## src/rtl/mem_arbiter.sv

```systemverilog
// Round-robin arbiter sharing one memory port between fetch (I) and data (D) requesters,
// with a BUSY-cycle watchdog that forces completion if the memory never acknowledges.
module mem_arbiter #(
  parameter int TIMEOUT = 255
) (
  input  logic        clk,
  input  logic        reset,
  input  logic        i_req,
  input  logic [31:0] i_addr,
  output logic [31:0] i_rdata,
  output logic        i_ack,
  input  logic        d_req,
  input  logic        d_we,
  input  logic [3:0]  d_be,
  input  logic [31:0] d_addr,
  input  logic [31:0] d_wdata,
  output logic [31:0] d_rdata,
  output logic        d_ack,
  output logic        mem_req,
  output logic        mem_we,
  output logic [3:0]  mem_be,
  output logic [31:0] mem_addr,
  output logic [31:0] mem_wdata,
  input  logic [31:0] mem_rdata,
  input  logic        mem_ack,
  output logic        timeout_err
);

  localparam logic [1:0] IDLE   = 2'd0;
  localparam logic [1:0] BUSY_I = 2'd1;
  localparam logic [1:0] BUSY_D = 2'd2;
  localparam logic [7:0] TMAX   = 8'(TIMEOUT - 1);

  logic [1:0] state;
  logic       last_d;
  logic [7:0] cnt;
  logic       i_elig, d_elig, grant_i, grant_d;

  // A requester whose ack is on the wire this cycle has not yet had a chance to drop req.
  always_comb begin
    i_elig  = i_req && !i_ack;
    d_elig  = d_req && !d_ack;
    grant_i = i_elig && (!d_elig || last_d);
    grant_d = d_elig && (!i_elig || !last_d);
  end

  always_ff @(posedge clk or negedge reset) begin
    if (!reset) begin
      state       <= IDLE;
      last_d      <= 1'b1;
      cnt         <= '0;
      i_rdata     <= '0;
      i_ack       <= 1'b0;
      d_rdata     <= '0;
      d_ack       <= 1'b0;
      mem_req     <= 1'b0;
      mem_we      <= 1'b0;
      mem_be      <= '0;
      mem_addr    <= '0;
      mem_wdata   <= '0;
      timeout_err <= 1'b0;
    end else begin
      i_ack       <= 1'b0;
      d_ack       <= 1'b0;
      timeout_err <= 1'b0;
      case (state)
        IDLE: begin
          if (grant_i) begin
            state     <= BUSY_I;
            mem_req   <= 1'b1;
            mem_we    <= 1'b0;
            mem_be    <= 4'b1111;
            mem_addr  <= i_addr;
            mem_wdata <= '0;
            last_d    <= 1'b0;
            cnt       <= '0;
          end else if (grant_d) begin
            state     <= BUSY_D;
            mem_req   <= 1'b1;
            mem_we    <= d_we;
            mem_be    <= d_be;
            mem_addr  <= d_addr;
            mem_wdata <= d_wdata;
            last_d    <= 1'b1;
            cnt       <= '0;
          end
        end
        BUSY_I, BUSY_D: begin
          if (mem_ack) begin
            state   <= IDLE;
            mem_req <= 1'b0;
            if (state == BUSY_I) begin
              i_ack   <= 1'b1;
              i_rdata <= mem_rdata;
            end else begin
              d_ack <= 1'b1;
              if (!mem_we) d_rdata <= mem_rdata;
            end
          end else if (cnt == TMAX) begin
            // Watchdog: complete with zero data so the requester is never stuck.
            state       <= IDLE;
            mem_req     <= 1'b0;
            timeout_err <= 1'b1;
            if (state == BUSY_I) begin
              i_ack   <= 1'b1;
              i_rdata <= '0;
            end else begin
              d_ack   <= 1'b1;
              d_rdata <= '0;
            end
          end else begin
            cnt <= cnt + 8'd1;
          end
        end
        default: state <= IDLE;
      endcase
    end
  end

endmodule

```

## config.mk

```make
export PLATFORM = sky130hd
export DESIGN_NAME = mem_arbiter
export DESIGN_NICKNAME = d
export VERILOG_FILES = /design/src/rtl/mem_arbiter.sv
export SDC_FILE = /design/constraint.sdc
export NUM_CORES = 1
export LEC_CHECK = 0
export ABC_AREA = 0
export CAP_MARGIN = 10
export CORE_UTILIZATION = 38
export CTS_BUF_LIST = sky130_fd_sc_hd__clkbuf_16
export DETAILED_ROUTE_END_ITERATION = 16
export GPL_ROUTABILITY_DRIVEN = 0
export PLACE_DENSITY = 0.83
export REMOVE_ABC_BUFFERS = 1
export SLEW_MARGIN = 20
export SYNTH_ARGS = -nofsm -noshare
export SYNTH_HDL_FRONTEND = slang
export SYNTH_SLANG_ARGS = --single-unit
export TNS_END_PERCENT = 1
```

## constraint.sdc

```tcl
create_clock -name clk -period 1.9 [get_ports clk]
set_clock_uncertainty 0.15 [all_clocks]
set_input_delay 0.57 -clock clk [delete_from_list [all_inputs] [get_ports clk]]
set_output_delay 0.57 -clock clk [all_outputs]
set_load 0.05 [all_outputs]
```

Word-level counts from Yosys, hierarchy flattened
Index checks and enable logic that the tools add are counted.
Cells by class
  add/subtract/negate cells: 1
  eq/ne operators: 8
  muxes and demuxes: 44
  bitwise operators: 1
  reductions and logical operators: 22
Operator list (count)
  2-to-1 mux 32 bit: 13
  2-to-1 mux 8 bit: 4
  2-to-1 mux 1 bit: 18
  one-hot mux 8 bit (2 select lines): 1
  adder 8 x 1 -> 8 bit (second input constant): 1
  equality test 8 bit (second input constant): 1
  2-to-1 mux 2 bit: 4
  2-to-1 mux 4 bit: 2
  AND reduction 4 bit: 2
  inequality test 2 bit (second input constant): 3
  inequality test 3 bit (second input constant): 2
  AND reduction 3 bit: 2
  nonzero test 2 bit: 3
  zero test 1 bit: 5
  logical AND 1 bit: 4
  one-hot mux 2 bit (2 select lines): 1
  AND reduction 2 bit: 2
  equality test 2 x 1 -> 1 bit (second input constant): 1
  equality test 2 bit (second input constant): 1
  zero test 2 bit: 1
  logical OR 1 bit: 2
  one-hot mux 1 bit (2 select lines): 1
  OR reduction 2 bit: 1
  inverter 1 bit: 1
Storage, ports and cells
  register bits after elaboration: 148
  input port bits: 138
  word-level logic and storage cells: 89

Logic depth before layout (Yosys ltp)
Gate-level depths: netlist of the first run.
  depth in word-level cells: 8
  gate-level depth with buffers: 8
  depth with buffers taken out: 6

Worst setup path before layout of the first run
Ideal clock, no wire load.
  path kind: register -> register
  from: register state[0]
  to: register i_rdata[0]
  library setup time: 119 ps
  arrival time: 1838 ps
  required time: 1631 ps
  slack: -207 ps
  cell stages (with the launch flop): 9
  period minus slack after synthesis: 2107 ps
  cells stage by stage: dfrtp_1 -> inv_1 -> ha_1 -> clkbuf_2 -> nand2_1 -> o41ai_4 -> nand2_4 -> buf_6 -> a21bo_1
Between the ends
  cells in the longest elaborated chain, start to end: 3
  elaborated cells between the ends (all ways): 4
  classes of those cells: eq/ne: 2; reduce/logical: 2
Ends and longest elaborated chain
  from (decl): RTL line 34  | logic [1:0] state;
  from (signal assigned): RTL line 49  | state <= IDLE;
  from (signal assigned): RTL line 69  | state <= BUSY_I;
  from (signal assigned): RTL line 78  | state <= BUSY_D;
  equality test 2 x 1 -> 1 bit / equality test 2 bit (equally long branches): RTL line 66, 92, 104
  OR reduction 2 bit: RTL line 66  | case (state)
  AND reduction 3 bit (no line) (*)
  to (signal assigned): RTL line 94  | i_rdata <= mem_rdata;
  to (decl): RTL line 10  | output logic [31:0] i_rdata,
Mark *: on every way between the ends. The rest lies on a longest branch, timed or not.
A chain may end at the register's enable or synchronous reset.

Worst setup path after layout of the first run
  from: register state[1]
  to: register i_rdata[0]
The elaborated chain is that of the path after synthesis.

==> results of run 1 <==
==> tightest hold or removal path, stage by stage (launching register included) <==
cell,delay [ps]
dfstp_2,380
nand2_1,50
nand2_1,40
==> metrics by stage <==
step                power, mW  setup WS, ps  area, µm²
detailed placement       21.2          -522      10800
global placement         20.9          -448      10800
finish                   24.9         -81.6      11600
CTS                      24.7          -136      11400
global route             25.8          -145      11600
floorplan                12.6         -3190       5890
==> per-layer routing <==
metal | share of wire (%) | track usage [%]
met5 | 0 | 0
met4 | 1.6 | 8.55
met3 | 9.9 | 9.54
met2 | 52 | 44.3
met1 | 37 | 27.7
==> area by class of cell <==
class,count,area (µm²),area share (%)
repair buffers,326,4710,40.7
flip-flops and latches,148,3700,32.0
multi-input cells,271,2170,18.8
clock buffers,17,425,3.67
well taps,216,270,2.33
inverters,40,150,1.30
clock inverters,15,141,1.22
==> synth_stat cells (all sizes together), types with 2 or more instances <==
library cell	count	share of area [%]
ha	4	0.81
o2bb2ai	3	0.43
and3	3	0.32
buf	11	1.7
o41ai	2	0.59
a21bo	32	5.2
nand2b	4	0.41
a22oi	32	3.9
inv	40	2.4
a22o	65	9.2
or2	2	0.20
o221ai	3	0.43
o22a	4	0.57
nand3b	6	0.73
nand4	33	3.3
nor2b	3	0.30
nand3	5	0.41
o21ai	43	3.5
o311ai	3	0.43
dfrtp	147	60
nand2	11	0.83
nor2	4	0.24
clkbuf	31	2.9
==> what timing repair did <==
item | CTS | global route
hold buffers | 1 | 0
hold endpoints to repair | 22 | 0
endpoints found under the setup margin | 83 | 123
cloned | 0 | 4
gates resized for setup | 17 | 21
setup buffers | 1 | 1
pin swaps | 5 | 49
==> power groups by stage <==
stage | sequential (mW) | combinational [mW] | clock (mW)
after detailed placement | 6.30 | 14.9 | 0
final | 6.33 | 15.3 | 3.24
after global routing | 6.49 | 15.9 | 3.44
after floorplan | 10.2 | 2.40 | 0
after global placement | 6.24 | 14.6 | 0
after CTS | 6.31 | 15.1 | 3.31
==> worst paths after layout <==
path                       depth (start not counted)           to  slack [ps]
max in group asynchronous                          3  d_rdata[25]         530
min reg2reg                                        2       last_d         320
min                                                2       last_d         320
min in group asynchronous                          2  d_rdata[27]         460
max                                                8   i_rdata[0]         -80
max reg2reg                                        8   i_rdata[0]         -80
==> cell families (layout without fill, tap and decap cells) <==
logic type,count (synthesis),in the layout,synth area share (%)
fa+ha+maj,4,4,0.810
buf+inv,82,398,7.01
simple gates,75,75,7.33
flops,148,148,60.0
compound gates,192,192,24.9
==> state kept, by name, indices dropped and copies added, names as in the netlist <==
name	flops
timeout_err	1
i_ack	1
mem_req	1
mem_be	4
mem_we	1
d_rdata	32
i_rdata	32
mem_wdata	32
state	2
mem_addr	32
last_d	1
d_ack	1
cnt	8
==> flow_metrics.py, run 1 <==
metrics = {
    "global_route": {
        "grt_pass1_wl_mm": 31.5,
        "antenna_found_initial": 1,
        "grt_pass1_vias": 5722,
        "grt_max_degree": 49,
        "overflow": 0,
        "grt_usage_pct": 25.1,
    },
    "logic_synthesis": {
        "synth_seq_area_share_pct": 60.0,
        "ys_ff_latch": 148,
        "syn-cell-area_mm2": 0.00618,
        "synthFlopType": "dfrtp_1",
        "syn_inst": 501,
        "synth_cell_types": 43,
        "synthArstFlopShare_pct": 100,
        "syn_area_per_cell_um2": 12.3,
        "synth_edf_count": 0,
        "ys_warn_count": 0,
    },
    "clocking": {
        "htree_levels": 4,
        "cts_tree": "yes",
        "cts_buffers": 17,
        "cts_sinks": 148,
        "clkTransAtPathRegs_ps": 60,
        "cts_root_buf": "clkbuf_16",
        "clock_path_buffers": 2,
        "insertion_delay_ps": 410,
    },
    "min_path": {
        "min_path_type": "reg -> reg",
        "worstHoldStart": "last_d",
    },
    "critical_path": {
        "path_delay_family": "buffers and inverters",
        "cp_cell_sequence": "inv_2 -> ha_4 -> nand2_4 -> o41ai_4 -> buf_4 -> nand2_8 -> clkbuf_16 -> a21bo_1",
        "cpPeakStageDelay_ps": 380,
        "arrival_ps": 2140,
        "cp-end-kind": "flop",
        "worst_r2r_startpoint": "state[1]",
        "worstSetupStartpointType": "flop",
        "worstPathMaxFanout": 8,
        "required_ps": 2060,
        "cp_slowest_cell": "dfrtp_1",
        "criticalPathCategory": "reg -> reg",
        "cp_num_buf_inv": 3,
        "crit_start": "state[1]",
    },
    "drt": {
        "drtPass1Iterations": 4,
        "ant_nets": 0,
        "vias": 5473,
        "drc_errors": 0,
        "routedWlPerCell_um": 20.5,
        "drt-total-wl_mm": 21.2,
        "viasPerCell": 5.30,
        "drtIter0Drc": 281,
    },
    "finish": {
        "final_nets": 946,
        "stdcell_count": 1033,
        "layout_common_cells": "147 x dfrtp_1, 147 x buf_12, 135 x clkdlybuf4s50_1",
        "drive_gt1_share_pct": 30.2,
        "n_fill_cell": 989,
        "antennaDiodeCount": 0,
        "area_growth_pct": 87.5,
        "postLayoutCoreUtil_pct": 72.9,
    },
    "power_and_ir_drop": {
        "power.switching_mw": 10.8,
        "p_per_area_mw_per_mm2": 2150,
        "irDropWorstVdd_mv": 1.39,
        "switching_share_pct": 43.6,
        "comb_power_share_pct": 61.5,
        "power.leakage_nw": 5.49,
        "p_int_mw": 14.0,
        "clockPowerShare_pct": 13.0,
        "seqPwrFrac_pct": 25.5,
    },
    "die": {
        "fp-row-count": 46,
        "core_region_area_mm2": 0.0159,
        "initial_core_util_pct": 38.9,
        "die_area_mm2": 0.0168,
        "die_w_um": 129,
        "die_h_um": 129,
        "ios": 275,
    },
    "sta": {
        "relSlewSlack_pct": 75.1,
        "rsz0062_at_grt": "yes",
        "timing.final.crit_period_ps": 1980,
        "whs_ps": 320,
        "setup_violations": 36,
        "finalSetupTns_ps": -2070,
        "tightestPinTransition_ps": 374,
        "hold_viol_final": 0,
        "fmax_mhz": 505,
        "setup_ws_ps": -81.6,
        "fin_crit_sh_pct": 104,
        "drv_slew": 0,
    },
    "outcome": {
        "violations": "negative setup slack",
        "outcome": "finished, violations left",
    },
    "placed_design": {
        "io_buffers": 274,
        "dpl.hpwl_mm": 14.9,
        "dpl.cell_count": 994,
    },
    "run": {
        "drv_cap": 0,
    },
}
Note: power is estimated with default switching activity, not from simulation.
==> run 2, diff against run 1 <==
Settings changed: CORE_UTILIZATION 38 to 42, PLACE_DENSITY 0.83 to 0.86.
Clock period 1.9 ns to 2.08 ns, I/O delays scaled along.
==> run 2 against run 1 <==
  * The run now ends clean
  * Critical path depth rose by 1
  * Clock power is 14% lower
  * Maximum frequency shrank 1.6%
  * Via count is 3.3% lower
  * Cell count down 4.8%
  * Register-to-register slack improved by 150 ps
  * Sequential power decreased by 19%
  * Non-clock buffer count decreased by 14
  * First-iteration DRC count grew 21%
  * Critical path type unchanged
  * Largest power group unchanged
==> flow_metrics.py, run 2 (synthesized netlist as in run 1, its figures left out) <==
metrics = {
    "power_and_ir_drop": {
        "p_int_mw": 9.41,
        "comb_power_share_pct": 57.0,
        "seqPwrFrac_pct": 27.9,
        "power.leakage_nw": 4.85,
        "power.total_mw": 18.4,
        "p_per_area_mw_per_mm2": 1920,
        "clockPowerShare_pct": 15.1,
        "switching_share_pct": 48.7,
        "power.switching_mw": 8.94,
        "irDropWorstVdd_mv": 1.36,
    },
    "placed_design": {
        "dpl.hpwl_mm": 13.0,
        "dpl.cell_count": 948,
        "io_buffers": 274,
    },
    "die": {
        "die_h_um": 123,
        "die_w_um": 123,
        "initial_core_util_pct": 43.8,
        "core_region_area_mm2": 0.0141,
        "ios": 275,
        "die_area_mm2": 0.0152,
        "fp-row-count": 43,
    },
    "finish": {
        "stdcell_count": 983,
        "final_nets": 932,
        "area_growth_pct": 54.9,
        "drive_gt1_share_pct": 27.8,
        "multi_input_area_mm2": 0.00212,
        "final_common_cell": "buf_4",
        "n_fill_cell": 1013,
        "antennaDiodeCount": 0,
        "regArea_mm2": 0.00370,
        "layout_common_cells": "161 x buf_4, 147 x dfrtp_1, 136 x clkdlybuf4s50_1",
    },
    "clocking": {
        "clock_path_buffers": 2,
        "insertion_delay_ps": 420,
        "cts_tree": "yes",
        "clkTransAtPathRegs_ps": 60,
        "cts_root_buf": "clkbuf_16",
        "cts_buffers": 17,
        "cts_sinks": 148,
        "htree_levels": 4,
    },
    "critical_path": {
        "criticalPathCategory": "reg -> reg",
        "worstSetupStartpointType": "flop",
        "path_common_cell": "buf_4",
        "cp_cell_sequence": "inv_2 -> ha_4 -> buf_6 -> nand2_2 -> o41ai_4 -> buf_4 -> buf_4 -> o21ai_0 -> o311ai_2",
        "worstRegToRegCells": 9,
        "worstReg2RegEnd": "cnt[4]",
        "required_ps": 2210,
        "ff2ff_setup_slack_ps": 70,
        "cpPeakStageDelay_ps": 390,
        "worst_r2r_startpoint": "state[1]",
        "arrival_ps": 2140,
        "worstPathMaxFanout": 17,
        "cp-end-kind": "flop",
        "cp_slowest_cell": "dfrtp_1",
    },
    "global_route": {
        "overflow": 0,
        "grt.busiest_layer": "met2",
        "grt_pass1_vias": 5419,
        "grt_pass1_wl_mm": 27.7,
        "grt_max_degree": 49,
        "use_met2_pct": 41.7,
        "grt_use_met3_pct": 7.06,
        "antenna_found_initial": 0,
        "met1_usage_pct": 28.7,
        "grt_usage_pct": 24.3,
    },
    "sta": {
        "relSlewSlack_pct": 70.0,
        "rsz0062_at_grt": "yes",
        "timing.final.crit_period_ps": 2010,
        "drv_slew": 0,
        "finalSetupTns_ps": 0,
        "fin_crit_sh_pct": 96.8,
        "setup_violations": 0,
        "fmax_mhz": 497,
        "hold_viol_final": 0,
        "tightestPinTransition_ps": 447,
    },
    "min_path": {
        "min_path_cells": 2,
        "worstHoldStart": "last_d",
        "min_path_type": "reg -> reg",
        "min_to": "last_d",
    },
    "drt": {
        "vias": 5292,
        "drc_errors": 0,
        "drt-total-wl_mm": 18.2,
        "ant_nets": 0,
        "drtIter0Drc": 341,
        "viasPerCell": 5.38,
        "routedWlPerCell_um": 18.5,
        "drtPass1Iterations": 4,
    },
    "run": {
        "drv_cap": 0,
    },
    "outcome": {
        "outcome": "completed",
    },
}
[run 2: cell count changes in the layout (fill, tap and decap cells not counted), sizes merged]
cell,before,now
clkdlybuf4s50,135,136
buf,186,175
clkbuf,20,17
bufinv,2,1
dlymetal6s2s,1,0
clkinv,6,8
inv,45,44
[run 2: routing by layer]
layer | wire, µm | vias to the layer above
met5 | 0 | -
met4 | 277 | 0
met3 | 1580 | 20
met2 | 9070 | 249
met1 | 7290 | 2591
li1 | - | 2432
[run 2: worst max-delay path by stage]
stage	startpoint	slack, ps	end	cells after the start
5_1_grt	state[1]	-7	cnt[4]	8
2_1_floorplan	i_ack	-3010	mem_addr[0]	4
3_3_place_gp	i_req	-430	cnt[7]	5
4_1_cts	state[1]	-1	i_rdata[25]	8
3_5_place_dp	i_req	-450	cnt[4]	5
6_report	state[1]	70	cnt[4]	9
[run 2: area by class of cell]
class	count	area share, %
flip-flops and latches	148	38.7
repair buffers	312	29.6
multi-input cells	271	22.2
clock buffers	17	4.45
well taps	180	2.35
inverters	40	1.57
clock inverters	15	1.09
[run 2: worst max-delay path: cells and delay by family, from the launching register on]
family | cells | cell delay, ps
buffers and inverters | 4 | 570
adder cells (fa/ha/maj) | 1 | 210
AND/OR/NAND/NOR | 1 | 80
flip-flops | 1 | 390
AO/OA/AOI/OAI | 3 | 480
[run 2: per-stage QoR]
step	util, %	area (µm²)	hold WS, ps	worst slack, ps
2_1_floorplan	-	5890	178	-3010
3_3_place_gp	63.3	8920	304	-429
3_5_place_dp	63.3	8920	315	-454
4_1_cts	67.6	9520	325	-1.32
5_1_grt	67.9	9570	355	-7.29
6_report	67.9	9570	325	66.3
[run 2: what timing repair did]
| action | 4_1_cts | 5_1_grt |
|---|---|---|
| gates resized for setup | 8 | 9 |
| buffers inserted | 2 | 0 |
| hold endpoints to repair | 37 | 0 |
| pin swaps | 1 | 2 |
| setup endpoints to repair | 26 | 48 |
| hold buffers | 1 | 0 |
[run 2: power by group through the flow]
stage	logic, mW	registers [mW]	clock network (mW)
after detailed placement	10.3	5.08	0
after global routing	11.0	5.26	2.98
after CTS	10.5	5.10	2.83
after global placement	10.1	5.03	0
final	10.5	5.11	2.78
after floorplan	2.21	9.34	0
==> run 3, diff against run 2 <==
Settings changed: REMOVE_ABC_BUFFERS 1 to unset, SKIP_LAST_GASP set to 1.
==> run 3 against run 2 <==
  * The flow now finishes with violations (negative hold slack, negative setup slack)
  * Wire length up 5.8%
  * Worst setup slack got worse by 89 ps
  * Utilization grew 2.2 points
  * Sequential power grew 3%
  * Critical path type unchanged
  * Cell count grew 0.51%
  * Register-to-register slack worse by 90 ps
  * Flip-flop and latch count unchanged
  * First-iteration DRC count decreased by 6.7%
  * Global-route usage grew 0.59 points
  * Combinational power is 4% higher
==> flow_metrics.py, run 3 (synthesized netlist as in run 1, its figures left out) <==
metrics = {
    "drt": {
        "ant_nets": 0,
        "drtPass1Iterations": 5,
        "drtIter0Drc": 318,
        "vias": 5564,
        "drt-total-wl_mm": 19.3,
        "drc_errors": 0,
        "viasPerCell": 5.63,
        "routedWlPerCell_um": 19.5,
    },
    "finish": {
        "layout_common_cells": "148 x buf_4, 147 x dfrtp_1, 136 x clkdlybuf4s50_1",
        "antennaDiodeCount": 0,
        "n_fill_cell": 919,
        "area_growth_pct": 60.0,
        "stdcell_count": 988,
        "final_nets": 937,
        "final_common_cell": "buf_4",
        "drive_gt1_share_pct": 28.8,
    },
    "power_and_ir_drop": {
        "power.leakage_nw": 4.94,
        "p_per_area_mw_per_mm2": 1940,
        "irDropWorstVdd_mv": 0.918,
    },
    "die": {
        "die_h_um": 123,
        "die_area_mm2": 0.0152,
        "fp-row-count": 43,
        "core_region_area_mm2": 0.0141,
        "ios": 275,
        "die_w_um": 123,
        "initial_core_util_pct": 43.8,
    },
    "sta": {
        "setup_violations": 17,
        "rsz0062_at_grt": "yes",
        "drv_slew": 0,
        "fin_crit_sh_pct": 101,
        "fmax_mhz": 476,
        "whs_ps": -3.01,
        "relSlewSlack_pct": 67.3,
        "timing.final.crit_period_ps": 2100,
        "setup_ws_ps": -22.7,
        "tightestPinTransition_ps": 491,
        "hold_viol_final": 6,
    },
    "clocking": {
        "insertion_delay_ps": 420,
        "clock_path_buffers": 2,
        "clkTransAtPathRegs_ps": 60,
        "cts_buffers": 17,
        "htree_levels": 4,
        "cts_root_buf": "clkbuf_16",
        "cts_sinks": 148,
        "cts_tree": "yes",
    },
    "critical_path": {
        "ff2ff_setup_slack_ps": -20,
        "crit_start": "state[1]",
        "worst_r2r_startpoint": "state[1]",
        "cp-end-kind": "flop",
        "worstRegToRegCells": 8,
        "worstSetupEndpoint": "i_rdata[1]",
        "worstReg2RegEnd": "i_rdata[1]",
        "criticalPathCategory": "reg -> reg",
        "arrival_ps": 2260,
        "required_ps": 2240,
        "worstSetupStartpointType": "flop",
        "worstPathMaxFanout": 6,
    },
    "placed_design": {
        "dpl.cell_count": 949,
        "dpl.hpwl_mm": 13.6,
        "io_buffers": 274,
        "post-place-ws_ps": -492,
    },
    "global_route": {
        "grt_max_degree": 49,
        "overflow": 0,
        "antenna_found_initial": 0,
        "grt_pass1_wl_mm": 28.5,
        "grt_usage_pct": 24.9,
        "grt_pass1_vias": 5345,
    },
    "logic_synthesis": {
        "synth_fp_nets": 643,
    },
    "min_path": {
        "min_path_type": "in -> async",
    },
    "outcome": {
        "outcome": "finished, violations left",
        "violations": "negative hold slack, negative setup slack",
    },
    "run": {
        "drv_cap": 0,
    },
}
## run 3: worst min path at each step
stage	startpoint	end	slack (ps)	depth (start not counted)
floorplan	reset	cnt[0]	180	0
global placement	last_d	last_d	310	2
detailed placement	last_d	last_d	310	2
CTS	reset	d_rdata[26]	4	1
global route	reset	i_rdata[5]	20	1
finish	reset	d_rdata[26]	-3	1
## run 3: final cells by class
cell class	count	area (µm²)	share of cell area, %
flip-flops and latches	148	3700	37.5
well taps	180	225	2.28
clock buffers	17	425	4.30
clock inverters	15	148	1.49
inverters	40	150	1.52
repair buffers	317	3100	31.4
multi-input cells	271	2120	21.5
## run 3: stage by stage
| stage | setup TNS [ps] | cell area (µm²) | total power, mW | utilization [%] |
|---|---|---|---|---|
| after floorplan | -485 | 6190 | 11.9 | - |
| after global placement | -31820 | 9130 | 15.6 | 64.8 |
| after detailed placement | -38930 | 9130 | 15.9 | 64.8 |
| after CTS | -19.6 | 9730 | 19.0 | 69.0 |
| after global routing | -1990 | 9880 | 19.9 | 70.1 |
| final | -158 | 9880 | 19.1 | 70.1 |
## run 3: worst max-delay path: stages, from the launching register on
cell       delay [ps]
dfrtp_1           360
inv_2              60
ha_4              300
nand2_4            70
o41ai_4           410
buf_4             210
nand2_8            80
clkbuf_16         190
a21bo_1           170
## run 3: what timing repair did
action / in CTS / in global routing
setup buffers: 1 / 2
gates cloned: 0 / 4
endpoints found under the setup margin: 40 / 34
hold buffers: 0 / 0
pin swaps: 1 / 7
resized for setup: 5 / 14
## run 3: power by group
part / switching (mW) / total (mW) / internal, mW
clock network: 1.29 / 2.97 / 1.68
registers: 1.00 / 5.24 / 4.24
logic: 6.98 / 10.9 / 3.94
total: 9.28 / 19.1 / 9.86
## run 3: metal layers
| layer | wire [µm] | track usage [%] |
|---|---|---|
| met5 | 0 | 0 |
| met4 | 553 | 11.1 |
| met3 | 1610 | 6.64 |
| met2 | 9860 | 41.6 |
| met1 | 7250 | 29.9 |
